===== config.mk =====
export PLATFORM = sky130hd
export DESIGN_NAME = vcmux_arb
export DESIGN_NICKNAME = d
export VERILOG_FILES = /design/src/rtl/vcmux_arb.sv
export SDC_FILE = /design/constraint.sdc
export NUM_CORES = 1
export LEC_CHECK = 0
export ABC_AREA = 1
export ABC_CLOCK_PERIOD_IN_PS = 1600
export CORE_MARGIN = 5
export CORE_UTILIZATION = 35
export CTS_BUF_LIST = sky130_fd_sc_hd__clkbuf_4 sky130_fd_sc_hd__clkbuf_8
export DETAILED_ROUTE_END_ITERATION = 7
export GPL_TIMING_DRIVEN = 0
export PLACE_DENSITY = 0.74
export SLEW_MARGIN = 20
export SYNTH_ARGS = -nofsm -noshare
export SYNTH_HDL_FRONTEND = slang
export SYNTH_SLANG_ARGS = --single-unit

===== constraint.sdc =====
create_clock -name clk -period 1.6 [get_ports clk]
set_input_delay 0.24 -clock clk [delete_from_list [all_inputs] [get_ports clk]]
set_output_delay 0.24 -clock clk [all_outputs]
set_load 0.01 [all_outputs]

===== src/rtl/vcmux_arb.sv =====
// ---------------------------------------------------------------------------
// vcmux_arb
// Transmit-side virtual-channel multiplexer. VCN per-VC flit channels are
// merged onto one shared link through a single registered flit stage. The
// winning VC is picked by a round-robin arbiter and each output flit carries
// a one-hot VC tag (dovc) that serves as the select for the downstream demux.
//
// Optional feature (compile-time macro): VCMUX_PKTLOCK_EN
//   undefined : flit-level interleave, no lock register (default build)
//   defined   : packet-level lock; once a head flit (not also a tail) is
//               granted, only that VC may win until its tail transfers.
// ---------------------------------------------------------------------------
module vcmux_arb #(
  parameter int VCN = 2,
  parameter int DW  = 32,
  parameter int SCN = DW / 2
) (
  input  logic                     clk,
  input  logic                     rst_n,
  input  logic [VCN-1:0][SCN-1:0]  di0,
  input  logic [VCN-1:0][SCN-1:0]  di1,
  input  logic [VCN-1:0][SCN-1:0]  di2,
  input  logic [VCN-1:0][SCN-1:0]  di3,
  input  logic [VCN-1:0][2:0]      dit,
  input  logic [VCN-1:0]           div,
  output logic [VCN-1:0]           dia,
  output logic [SCN-1:0]           do0,
  output logic [SCN-1:0]           do1,
  output logic [SCN-1:0]           do2,
  output logic [SCN-1:0]           do3,
  output logic [2:0]               dot,
  output logic [VCN-1:0]           dovc,
  output logic                     dov,
  input  logic                     doa
);

  localparam int PW = (VCN > 1) ? $clog2(VCN) : 1;

  // Output flit register and arbiter state
  logic [SCN-1:0] r_do0;
  logic [SCN-1:0] r_do1;
  logic [SCN-1:0] r_do2;
  logic [SCN-1:0] r_do3;
  logic [2:0]     r_dot;
  logic [VCN-1:0] r_dovc;
  logic           r_dov;
  logic [PW-1:0]  r_ptr;

  // Combinational arbitration signals
  logic [VCN-1:0] w_mask;
  logic [VCN-1:0] w_req;
  logic [VCN-1:0] w_grant;
  logic [PW-1:0]  w_gidx;
  logic           w_found;
  logic           w_load;
  logic [VCN-1:0] w_dia;
  logic           w_xfer;
  logic [PW-1:0]  w_ptr_nxt;
  logic [SCN-1:0] w_d0;
  logic [SCN-1:0] w_d1;
  logic [SCN-1:0] w_d2;
  logic [SCN-1:0] w_d3;
  logic [2:0]     w_dt;
  logic           w_head_only;
  logic           w_tail;

`ifdef VCMUX_PKTLOCK_EN
  logic           r_lock_vld;
  logic [PW-1:0]  r_lock_vc;

  // While a packet is locked, only the owning VC may request
  always_comb begin
    w_mask = '0;
    if (r_lock_vld) begin
      w_mask = ~(VCN'(1) << r_lock_vc);
    end else begin
      w_mask = '0;
    end
  end

  // Lock is taken by a head-only flit and released by the tail of that VC
  always_ff @(posedge clk or negedge rst_n) begin
    if (!rst_n) begin
      r_lock_vld <= 1'b0;
      r_lock_vc  <= '0;
    end else if (w_xfer && w_head_only) begin
      r_lock_vld <= 1'b1;
      r_lock_vc  <= w_gidx;
    end else if (w_xfer && r_lock_vld && w_tail) begin
      r_lock_vld <= 1'b0;
      r_lock_vc  <= r_lock_vc;
    end else begin
      r_lock_vld <= r_lock_vld;
      r_lock_vc  <= r_lock_vc;
    end
  end
`else
  // Flit-level interleave: no VC is ever masked
  always_comb begin
    w_mask = '0;
  end
`endif

  // Request vector and stage-load condition; dia is held low during reset
  always_comb begin
    w_req  = div & ~w_mask;
    w_load = rst_n & (~r_dov | doa);
  end

  // Round-robin search: first request at or above ptr, wrapping modulo VCN
  always_comb begin
    int idx;
    idx     = 0;
    w_grant = '0;
    w_gidx  = '0;
    w_found = 1'b0;
    for (int k = 0; k < VCN; k++) begin
      idx = int'(r_ptr) + k;
      if (idx >= VCN) begin
        idx = idx - VCN;
      end else begin
        idx = idx;
      end
      if (!w_found && w_req[idx]) begin
        w_found      = 1'b1;
        w_grant[idx] = 1'b1;
        w_gidx       = PW'(idx);
      end else begin
        w_found = w_found;
      end
    end
  end

  // Accept handshake, next pointer and selected flit fields
  always_comb begin
    w_dia  = w_grant & {VCN{w_load}};
    w_xfer = |w_dia;
    if (int'(w_gidx) == VCN - 1) begin
      w_ptr_nxt = '0;
    end else begin
      w_ptr_nxt = w_gidx + PW'(1);
    end
    w_d0        = di0[w_gidx];
    w_d1        = di1[w_gidx];
    w_d2        = di2[w_gidx];
    w_d3        = di3[w_gidx];
    w_dt        = dit[w_gidx];
    w_head_only = w_dt[0] & ~w_dt[2];
    w_tail      = w_dt[2];
  end

  // Output flit stage: load on transfer, drain on accept, otherwise hold
  always_ff @(posedge clk or negedge rst_n) begin
    if (!rst_n) begin
      r_do0  <= '0;
      r_do1  <= '0;
      r_do2  <= '0;
      r_do3  <= '0;
      r_dot  <= 3'b000;
      r_dovc <= '0;
      r_dov  <= 1'b0;
    end else if (w_xfer) begin
      r_do0  <= w_d0;
      r_do1  <= w_d1;
      r_do2  <= w_d2;
      r_do3  <= w_d3;
      r_dot  <= w_dt;
      r_dovc <= w_grant;
      r_dov  <= 1'b1;
    end else if (r_dov && doa) begin
      r_dov  <= 1'b0;
    end else begin
      r_dov  <= r_dov;
    end
  end

  // Priority pointer moves just past the VC that was served
  always_ff @(posedge clk or negedge rst_n) begin
    if (!rst_n) begin
      r_ptr <= '0;
    end else if (w_xfer) begin
      r_ptr <= w_ptr_nxt;
    end else begin
      r_ptr <= r_ptr;
    end
  end

  assign dia  = w_dia;
  assign do0  = r_do0;
  assign do1  = r_do1;
  assign do2  = r_do2;
  assign do3  = r_do3;
  assign dot  = r_dot;
  assign dovc = r_dovc;
  assign dov  = r_dov;

endmodule


==> results of run 1 <==
power breakdown:
| part | internal [mW] | switching [mW] | leakage [nW] |
|---|---|---|---|
| combinational | 2.20 | 1.89 | 2.29 |
| sequential | 2.49 | 0.409 | 0.882 |
| clock | 0.664 | 0.596 | 0.0922 |
area by class of cell:
type,instances,area (um^2)
Buffer,42,241
Clock buffer,13,166
Clock inverter,1,5.00
Fill cell,952,3890
Inverter,5,18.8
Multi-Input combinational cell,417,1820
Sequential cell,71,1780
Tap cell,136,170
Timing Repair Buffer,226,2280
per-stage QoR:
step                utilization [%]  std cells  TNS [ns]  hold slack, ns
floorplan                         -        535         0         -0.0556
global placement               57.9        881   -377.51           0.455
detailed placement             58.1        882    -32.97           0.183
CTS                            61.7        905         0           0.463
global route                   62.5        911         0           0.116
finish                         62.5        911         0          0.0883
cell families (layout without fill, tap and decap cells):
| kind of cell | after synthesis | after routing | synth area share (%) |
|---|---|---|---|
| simple gates | 416 | 416 | 46.9 |
| buf+inv | 47 | 287 | 5.33 |
| flops | 71 | 71 | 47.6 |
| compound gates | 1 | 1 | 0.134 |
layer usage:
| layer | up-vias | global-route usage [%] | routed length (um) |
|---|---|---|---|
| li1 | 2182 | - | - |
| met1 | 1983 | 26.6 | 5910 |
| met2 | 160 | 35.7 | 6580 |
| met3 | 21 | 4.76 | 1000 |
| met4 | 0 | 6.25 | 267 |
| met5 | - | 0 | 0 |
path summary, 6_finish.rpt:
kind	slack [ns]	to	startpoint	depth (start not counted)
setup / recovery	0.05	dov	dov	1
hold / removal	0.09	do2[8]	rst_n	3
setup reg to reg	0.11	do3[4]	r_ptr	9
hold reg to reg	0.48	dovc[1]	dovc[1]	2
max in group asynchronous	0.70	dovc[0]	rst_n	3
min in group clk	0.47	dov	rst_n	5
cell usage in the layout, fill, tap and decap left out, drive strengths merged:
| cell | count |
|---|---|
| bufbuf | 1 |
| nand3 | 135 |
| clkdlybuf4s50 | 204 |
| a21oi | 1 |
| nand2 | 280 |
| clkinv | 1 |
| dlygate4sd2 | 3 |
| dlygate4sd3 | 1 |
| clkbuf | 34 |
| inv | 5 |
| dfrtp | 71 |
| buf | 38 |
| nand4 | 1 |
state kept, by name (all words and copies together), names as in the netlist:
signal	count
do0	16
do1	16
do2	16
do3	16
dot	3
dovc	2
dov	1
r_ptr	1
repair_timing:
action / CTS / global route
pin swaps: 5 / 3
hold endpoints to repair: 47 / 0
hold buffers: 3 / 0
setup endpoints to repair: 59 / 52
setup buffers: 5 / 6
cloned: 1 / 0
gates resized for setup: 33 / 29
==> run metrics, run 1 <==
outcome complete, no violations; post-route ant nets 0; CP max stage cell clkdlybuf4s50_1; startpoint types flip-flop; area delta synth->final 73.7%; headroom to the max-slew limit 66.5%; Avg Cell Area, Syn 6.98 um^2; shortest period the worst path allows between 1.5 and 2 ns; fin. max-slew vios 0; Max Freq 0.645 GHz; top cells by area, synth dfrtp_1 (48%), nand2_1 (28%), nand3_1 (18%); GPL Wtd Cong 0.887; Max-cap violations 0; # DRC 0; remaining global-route overflow 0; Tcrit/Tclk final a little over nine tenths; synthesized area 3730 um^2; CP Capture Type primary output; Worst Hold Class in2async; Clock Latency Late Sink about 0.33 ns; Iter 0 DRT Violations 240; setup violators final 0; worst-path fanout max 3; # IOs 211; Placeable Area 10400 um^2; Vias between 4000 and 5000; htree depth 3; PortBufs 210; Yosys reg bits 71; Crit path arrival time between 1 and 1.5 ns; CP max stage delay 0.58 ns; # rows 37; vias per cell between 4 and 5; first-pass GRT wire length 21.9 mm; cell family with most CP delay buffers and inverters; Buffers & Inverters on Critical Path 1; Design Power roughly 8.2 mW; Total Wirelength roughly 14 mm; Routed WL per cell 15.1 um; Setup Skew 0.00956 ns; main flop type after synthesis dfrtp_1; layout cell share with drive strength beyond 1 about a tenth; TritonCTS clock tree yes; sequential fraction of the synthesis area a little under half; diode count 0; CP required 1.36 ns; Async S/R FF share, synth 100%; chip height 113 um; Post-synth EDFFs 0; Least-Margin Pin Slew 0.503 ns; Reg clk slew, reported paths 0.07 ns; Synth area leader dfrtp_1; Worst IR Drop VDD 0.692 mV; Clock Path Buffers 2; clk sinks 71; CP Cell Sequence clkdlybuf4s50_1; total leakage power 3.27 nW; clock root cell clkbuf_8; critical path type reg2out; Yosys top cell area share 47.6%; DIE AREA 12800 um^2; final hold viol count 0; P per Cell Area ~1300 nW/um^2; DP HPWL roughly 10 mm; Die Width 113 um; synth cell count leaders nand2_1 (275), nand3_1 (135), dfrtp_1 (71); Post-DP Area 6030 um^2; syn_nets about 670; initial antenna violation count 0; DP Worst Slack -0.891 ns; count of unique library cells instantiated by Yosys 12; GR Util All Layers 21.0%; largest net degree at the start of global routing 26; final net count 911; CTS buffer count 9; first-pass iteration count of the detailed router 4; fin area 6480 um^2; Ys Warns 0; top-count cell post-synth nand2_1; vias in the first global route 4495; final worst slack ~0.049 ns; post-synthesis cell count 535; RSZ-0062 raised after global routing false; Starting Density 36.0%
Power figures use the tool's default switching activity.
==> inputs of run 2 (changes only) <==
--- a/config.mk
+++ b/config.mk
@@ -7,7 +7,8 @@
 export LEC_CHECK = 0
 export ABC_AREA = 1
 export ABC_CLOCK_PERIOD_IN_PS = 1600
-export CORE_MARGIN = 5
+export CORE_ASPECT_RATIO = 2
+export CORE_MARGIN = 4
 export CORE_UTILIZATION = 35
 export CTS_BUF_LIST = sky130_fd_sc_hd__clkbuf_4 sky130_fd_sc_hd__clkbuf_8
 export DETAILED_ROUTE_END_ITERATION = 7
==> run metrics, run 2 (synthesis gave the netlist of run 1 again) <==
outcome finished with violations; failing checks setup timing; remaining global-route overflow 0; Power Internal 5.69 mW; Reg clk slew, reported paths 0.08 ns; Worst IR Drop VDD 0.715 mV; first-pass iteration count of the detailed router 5; DP HPWL about 11 mm; Setup Skew 0.00627 ns; sequential share of power 33.2%; DIE AREA 12500 um^2; switching share of power 34.6%; Max Freq just over 0.6 GHz; Clock power frac a little under a fifth; Crit path arrival time 1.41 ns; Clock Path Buffers 2; CP Capture Type primary output; vias in the first global route about 4600; DP Worst Slack -0.929 ns; TritonCTS clock tree yes; Register Area 1780 um^2; most frequent cells in the layout nand2_1 (274), clkdlybuf4s50_1 (204), nand3_1 (135), dfrtp_1 (71), buf_2 (13); area delta synth->final 76.9%; post-route ant nets 0; final net count slightly above 900; GR Util All Layers approximately a quarter; utilization after layout ~63%; largest net degree at the start of global routing 27; final hold viol count 0; Routed WL per cell 15.8 um; Sw Pwr 3.01 mW; Min Hold Slack roughly 0.020 ns; setup violators final 1; Iter 0 DRT Violations 208; Tcrit/Tclk final 103%; Vias roughly 4500; htree depth 3; total leakage power 3.33 nW; layout cell share with drive strength beyond 1 10.3%; first-pass GRT wire length roughly 23 mm; clk sinks 71; final worst slack -0.0465 ns; chip height 154 um; final setup TNS -0.0465 ns; diode count 0; Placeable Area 10500 um^2; worst-path fanout max 2; clock root cell clkbuf_8; # IOs 211; placed cells 883; CP startpoint dov; P per Cell Area 1320 nW/um^2; initial antenna violation count 0; Design Power 8.69 mW; # DRC 0; headroom to the max-slew limit between 60% and 70%; fin. max-slew vios 0; Clock Latency Late Sink 0.33 ns; CP required roughly 1.4 ns; shortest period the worst path allows 1.65 ns; fin area 6600 um^2; Post-DP Area 6030 um^2; Starting Density 35.6%; # rows 53; RSZ-0062 raised after global routing true; GPL Wtd Cong 0.793; multi-input logic area 1810 um^2; Fillers 983; startpoint types flip-flop; commonest non-fill, non-tap cell in the layout nand2_1; Max-cap violations 0; Comb power frac 47.8%; vias per cell around 5; worst r2r src r_ptr; Die Width 81.0 um; PortBufs 210; Worst Hold Class in2async; critical path type reg2out; CTS buffer count 9; Least-Margin Pin Slew 0.549 ns; non-filler cells, final 915; Total Wirelength 14.4 mm
[run 2: power groups by stage]
| stage | combinational, mW | sequential, mW | clock [mW] |
|---|---|---|---|
| floorplan | 1.34 | 3.21 | 0 |
| CTS | 4.14 | 2.89 | 1.69 |
| finish | 4.15 | 2.89 | 1.65 |
| global route | 4.53 | 2.98 | 1.76 |
| global placement | 3.87 | 2.88 | 0 |
| detailed placement | 3.95 | 2.90 | 0 |
[run 2: repair_timing]
item	in CTS	in global routing
buffers inserted	7	4
hold endpoints to repair	45	0
gates resized for setup	47	27
setup endpoints to repair	33	64
cloned	1	0
hold buffers	4	0
pin swaps	5	1
[run 2: worst max-delay path: stages, from the launching register on]
cell	delay [ns]
dfrtp_1	0.41
buf_6	0.13
a21oi_4	0.18
nand2_8	0.07
clkbuf_16	0.15
clkinv_4	0.04
buf_6	0.09
[run 2: final timing paths]
check / to / slack (ns) / cells after the start
worst max register to register: do3[13] / 0.07 / 9
max in group asynchronous: do2[12] / 0.85 / 3
worst min register to register: dovc[0] / 0.47 / 2
worst max-delay path: dia[1] / -0.05 / 6
worst min-delay path: dov / 0.02 / 4
min in group clk: dovc[0] / 0.47 / 2
[run 2: area by class of cell]
cell class | instances | share of cell area (%)
Timing Repair Buffer | 227 | 35.1
Buffer | 42 | 4.11
Clock inverter | 5 | 1.21
Sequential cell | 71 | 26.9
Multi-Input combinational cell | 417 | 27.5
Inverter | 5 | 0.360
Tap cell | 137 | 2.60
Clock buffer | 11 | 2.29
[run 2: layer usage]
layer  track usage (%)  part of all wire [%]
met1              22.7                    33
met2              44.5                    57
met3              4.92                   6.6
met4              10.6                   3.0
met5                 0                     0
==> inputs of run 3 (changes only) <==
--- a/config.mk
+++ b/config.mk
@@ -5,15 +5,15 @@
 export SDC_FILE = /design/constraint.sdc
 export NUM_CORES = 1
 export LEC_CHECK = 0
-export ABC_AREA = 1
-export ABC_CLOCK_PERIOD_IN_PS = 1600
+export ABC_AREA = 0
+export ABC_CLOCK_PERIOD_IN_PS = 1900
 export CORE_ASPECT_RATIO = 2
 export CORE_MARGIN = 4
 export CORE_UTILIZATION = 35
 export CTS_BUF_LIST = sky130_fd_sc_hd__clkbuf_4 sky130_fd_sc_hd__clkbuf_8
 export DETAILED_ROUTE_END_ITERATION = 7
 export GPL_TIMING_DRIVEN = 0
-export PLACE_DENSITY = 0.74
+export PLACE_DENSITY = 0.76
 export SLEW_MARGIN = 20
 export SYNTH_ARGS = -nofsm -noshare
 export SYNTH_HDL_FRONTEND = slang
==> constraint.sdc (replaced) <==
create_clock -name clk -period 1.9 [get_ports clk]
set_input_delay 0.285 -clock clk [delete_from_list [all_inputs] [get_ports clk]]
set_output_delay 0.285 -clock clk [all_outputs]
set_load 0.01 [all_outputs]
==> run metrics, run 3 <==
Total Wirelength 13.3 mm; DP HPWL 10.1 mm; CP required around 1.6 ns; outcome finished with violations; initial antenna violation count 0; non-filler cells, final slightly above 700; clk sinks 71; top-count cell post-synth dfrtp_1; GPL Wtd Cong 0.823; sequential fraction of the synthesis area approximately 50%; Routed WL per cell 18.7 um; final hold viol count 0; DIE AREA roughly 12000 um^2; vias per cell 5.23; failing checks setup timing; Iter 0 DRT Violations about 270; post-synthesis cell count 344; synth cell count leaders dfrtp_1 (71), inv_1 (59), nand2_1 (50); htree depth 3; # IOs 211; CP Capture Type primary output; Vias 3707; syn_nets between 400 and 500; largest net degree at the start of global routing 38; Design Power 5.21 mW; Avg Cell Area, Syn 10.1 um^2; Crit path arrival time 1.63 ns; met3 WL 731 um; # DRC 0; Worst Hold Class in2reg; sequential share of power about two fifths; Sw Pwr roughly 1.6 mW; Clock Path Buffers 2; Async S/R FF share, synth 100%; worst-path fanout max 3; post-route ant nets 0; Power Internal 3.66 mW; GR Util All Layers between 20% and 30%; remaining global-route overflow 0; layout cell share with drive strength beyond 1 9.36%; DP Worst Slack -0.882 ns; Setup Skew 0.0131 ns; startpoint types flip-flop; Reg clk slew, reported paths 0.08 ns; Ys Warns 0; first-pass GRT wire length 20.5 mm; routed wl met2 around 7.1 mm; Clock power frac a little under a quarter; most frequent cells in the layout clkdlybuf4s50_1 (205), dfrtp_1 (71), inv_1 (59), nand2_1 (50); main flop type after synthesis dfrtp_1; CTS buffer count 9; Max Freq 0.522 GHz; Synth area leader dfrtp_1; total leakage power 2.71 nW; TritonCTS clock tree yes; shortest period the worst path allows 1.92 ns; Max-cap violations 0; Comb power frac between 30% and 40%; fin. max-slew vios 0; placed cells ~690; headroom to the max-slew limit 67.0%; critical path type reg2out; area delta synth->final 75.0%; WL met1 4.71 mm; # rows 51; max layer used met4; CP max stage delay between 0.5 and 0.6 ns; count of unique library cells instantiated by Yosys 18; switching share of power between 20% and 30%; Post-synth EDFFs 0; P per Cell Area 857 nW/um^2; Placeable Area 9700 um^2; RSZ-0062 raised after global routing true; Tcrit/Tclk final 101%; Yosys reg bits 71; clock root cell clkbuf_8; PortBufs 209; Worst IR Drop VDD between 0.5 and 0.6 mV; final net count slightly above 700; synthesized area 3470 um^2; top cells by area, synth dfrtp_1 (51%), a221o_1 (14%), nor4_1 (8.6%); final worst slack -0.0160 ns; CP max stage cell or4_4; Least-Margin Pin Slew around 0.50 ns; first-pass iteration count of the detailed router 5; Worst R2R Setup Slack ~0.11 ns; Yosys top cell area share roughly half; chip height about 150 um; Starting Density 35.8%; Min Hold Slack 0.476 ns; Clock Latency Late Sink about 0.35 ns; vias in the first global route 3922; commonest non-fill, non-tap cell in the layout clkdlybuf4s50_1; diode count 0; CP Cell Sequence and2b_2, or4_4, clkinv_8, buf_6; setup violators final 1; Die Width 78.5 um
[run 3: kinds of logic (layout without fill, tap and decap cells)]
logic type | Yosys count | count (layout) | share of synthesized area (%)
and+or+nand+nor | 103 | 103 | 15.3
buffers and inverters | 99 | 332 | 13.3
AOI/OAI and AO/OA | 71 | 71 | 20.2
DFF | 71 | 71 | 51.1
[run 3: path summary, 6_finish.rpt]
kind | endpoint | depth (start not counted) | from
setup / recovery | dia[1] | 4 | dov
hold reg to reg | dovc[0] | 1 | dovc[0]
setup reg to reg | do3[10] | 7 | dov
max in group asynchronous | do1[9] | 4 | rst_n
min in group asynchronous | do0[15] | 4 | rst_n
hold / removal | do2[15] | 3 | di2[31]
[run 3: power groups by stage]
stage	logic, mW	clock network [mW]	registers (mW)
global placement	1.87	0	2.04
floorplan	0.583	0	2.19
finish	1.94	1.24	2.03
global route	2.06	1.33	2.07
detailed placement	1.91	0	2.05
CTS	1.96	1.27	2.03
[run 3: metal layers]
layer  track usage, %  vias to the layer above
li1                 -                     1733
met1             23.9                     1785
met2             40.5                      148
met3             5.62                       41
met4             13.0                        0
met5                0                        -
[run 3: what timing repair did]
item	4_1_cts	5_1_grt
endpoints found under the setup margin	2	11
resized for setup	17	2
pin swaps	1	1
buffers inserted	4	1
hold buffers	5	0
hold endpoints to repair	34	0
[run 3: area by class of cell]
| type | count | area [um^2] |
|---|---|---|
| repair buffers | 220 | 2250 |
| clock buffers | 11 | 151 |
| plain buffers | 36 | 215 |
| clock inverters | 4 | 45.0 |
| flip-flops and latches | 71 | 1780 |
| fillers | 845 | 3620 |
| well taps | 132 | 165 |
| multi-input cells | 174 | 1240 |
| inverters | 61 | 241 |
[run 3: worst max-delay path: cells and delay by family (launching register included)]
family                 cells  cell delay [ns]
AND/OR/NAND/NOR            2             0.74
flip-flops                 1             0.39
buffers and inverters      2             0.16
[run 3: per-stage QoR]
step | setup TNS (ns) | cell area, um^2 | util, %
after floorplan | 0 | 3470 | -
after global placement | -351.59 | 5730 | 59.1
after detailed placement | -13.02 | 5750 | 59.3
after CTS | -0.0887 | 6080 | 62.7
after global routing | -0.0771 | 6080 | 62.7
final | -0.0160 | 6080 | 62.7
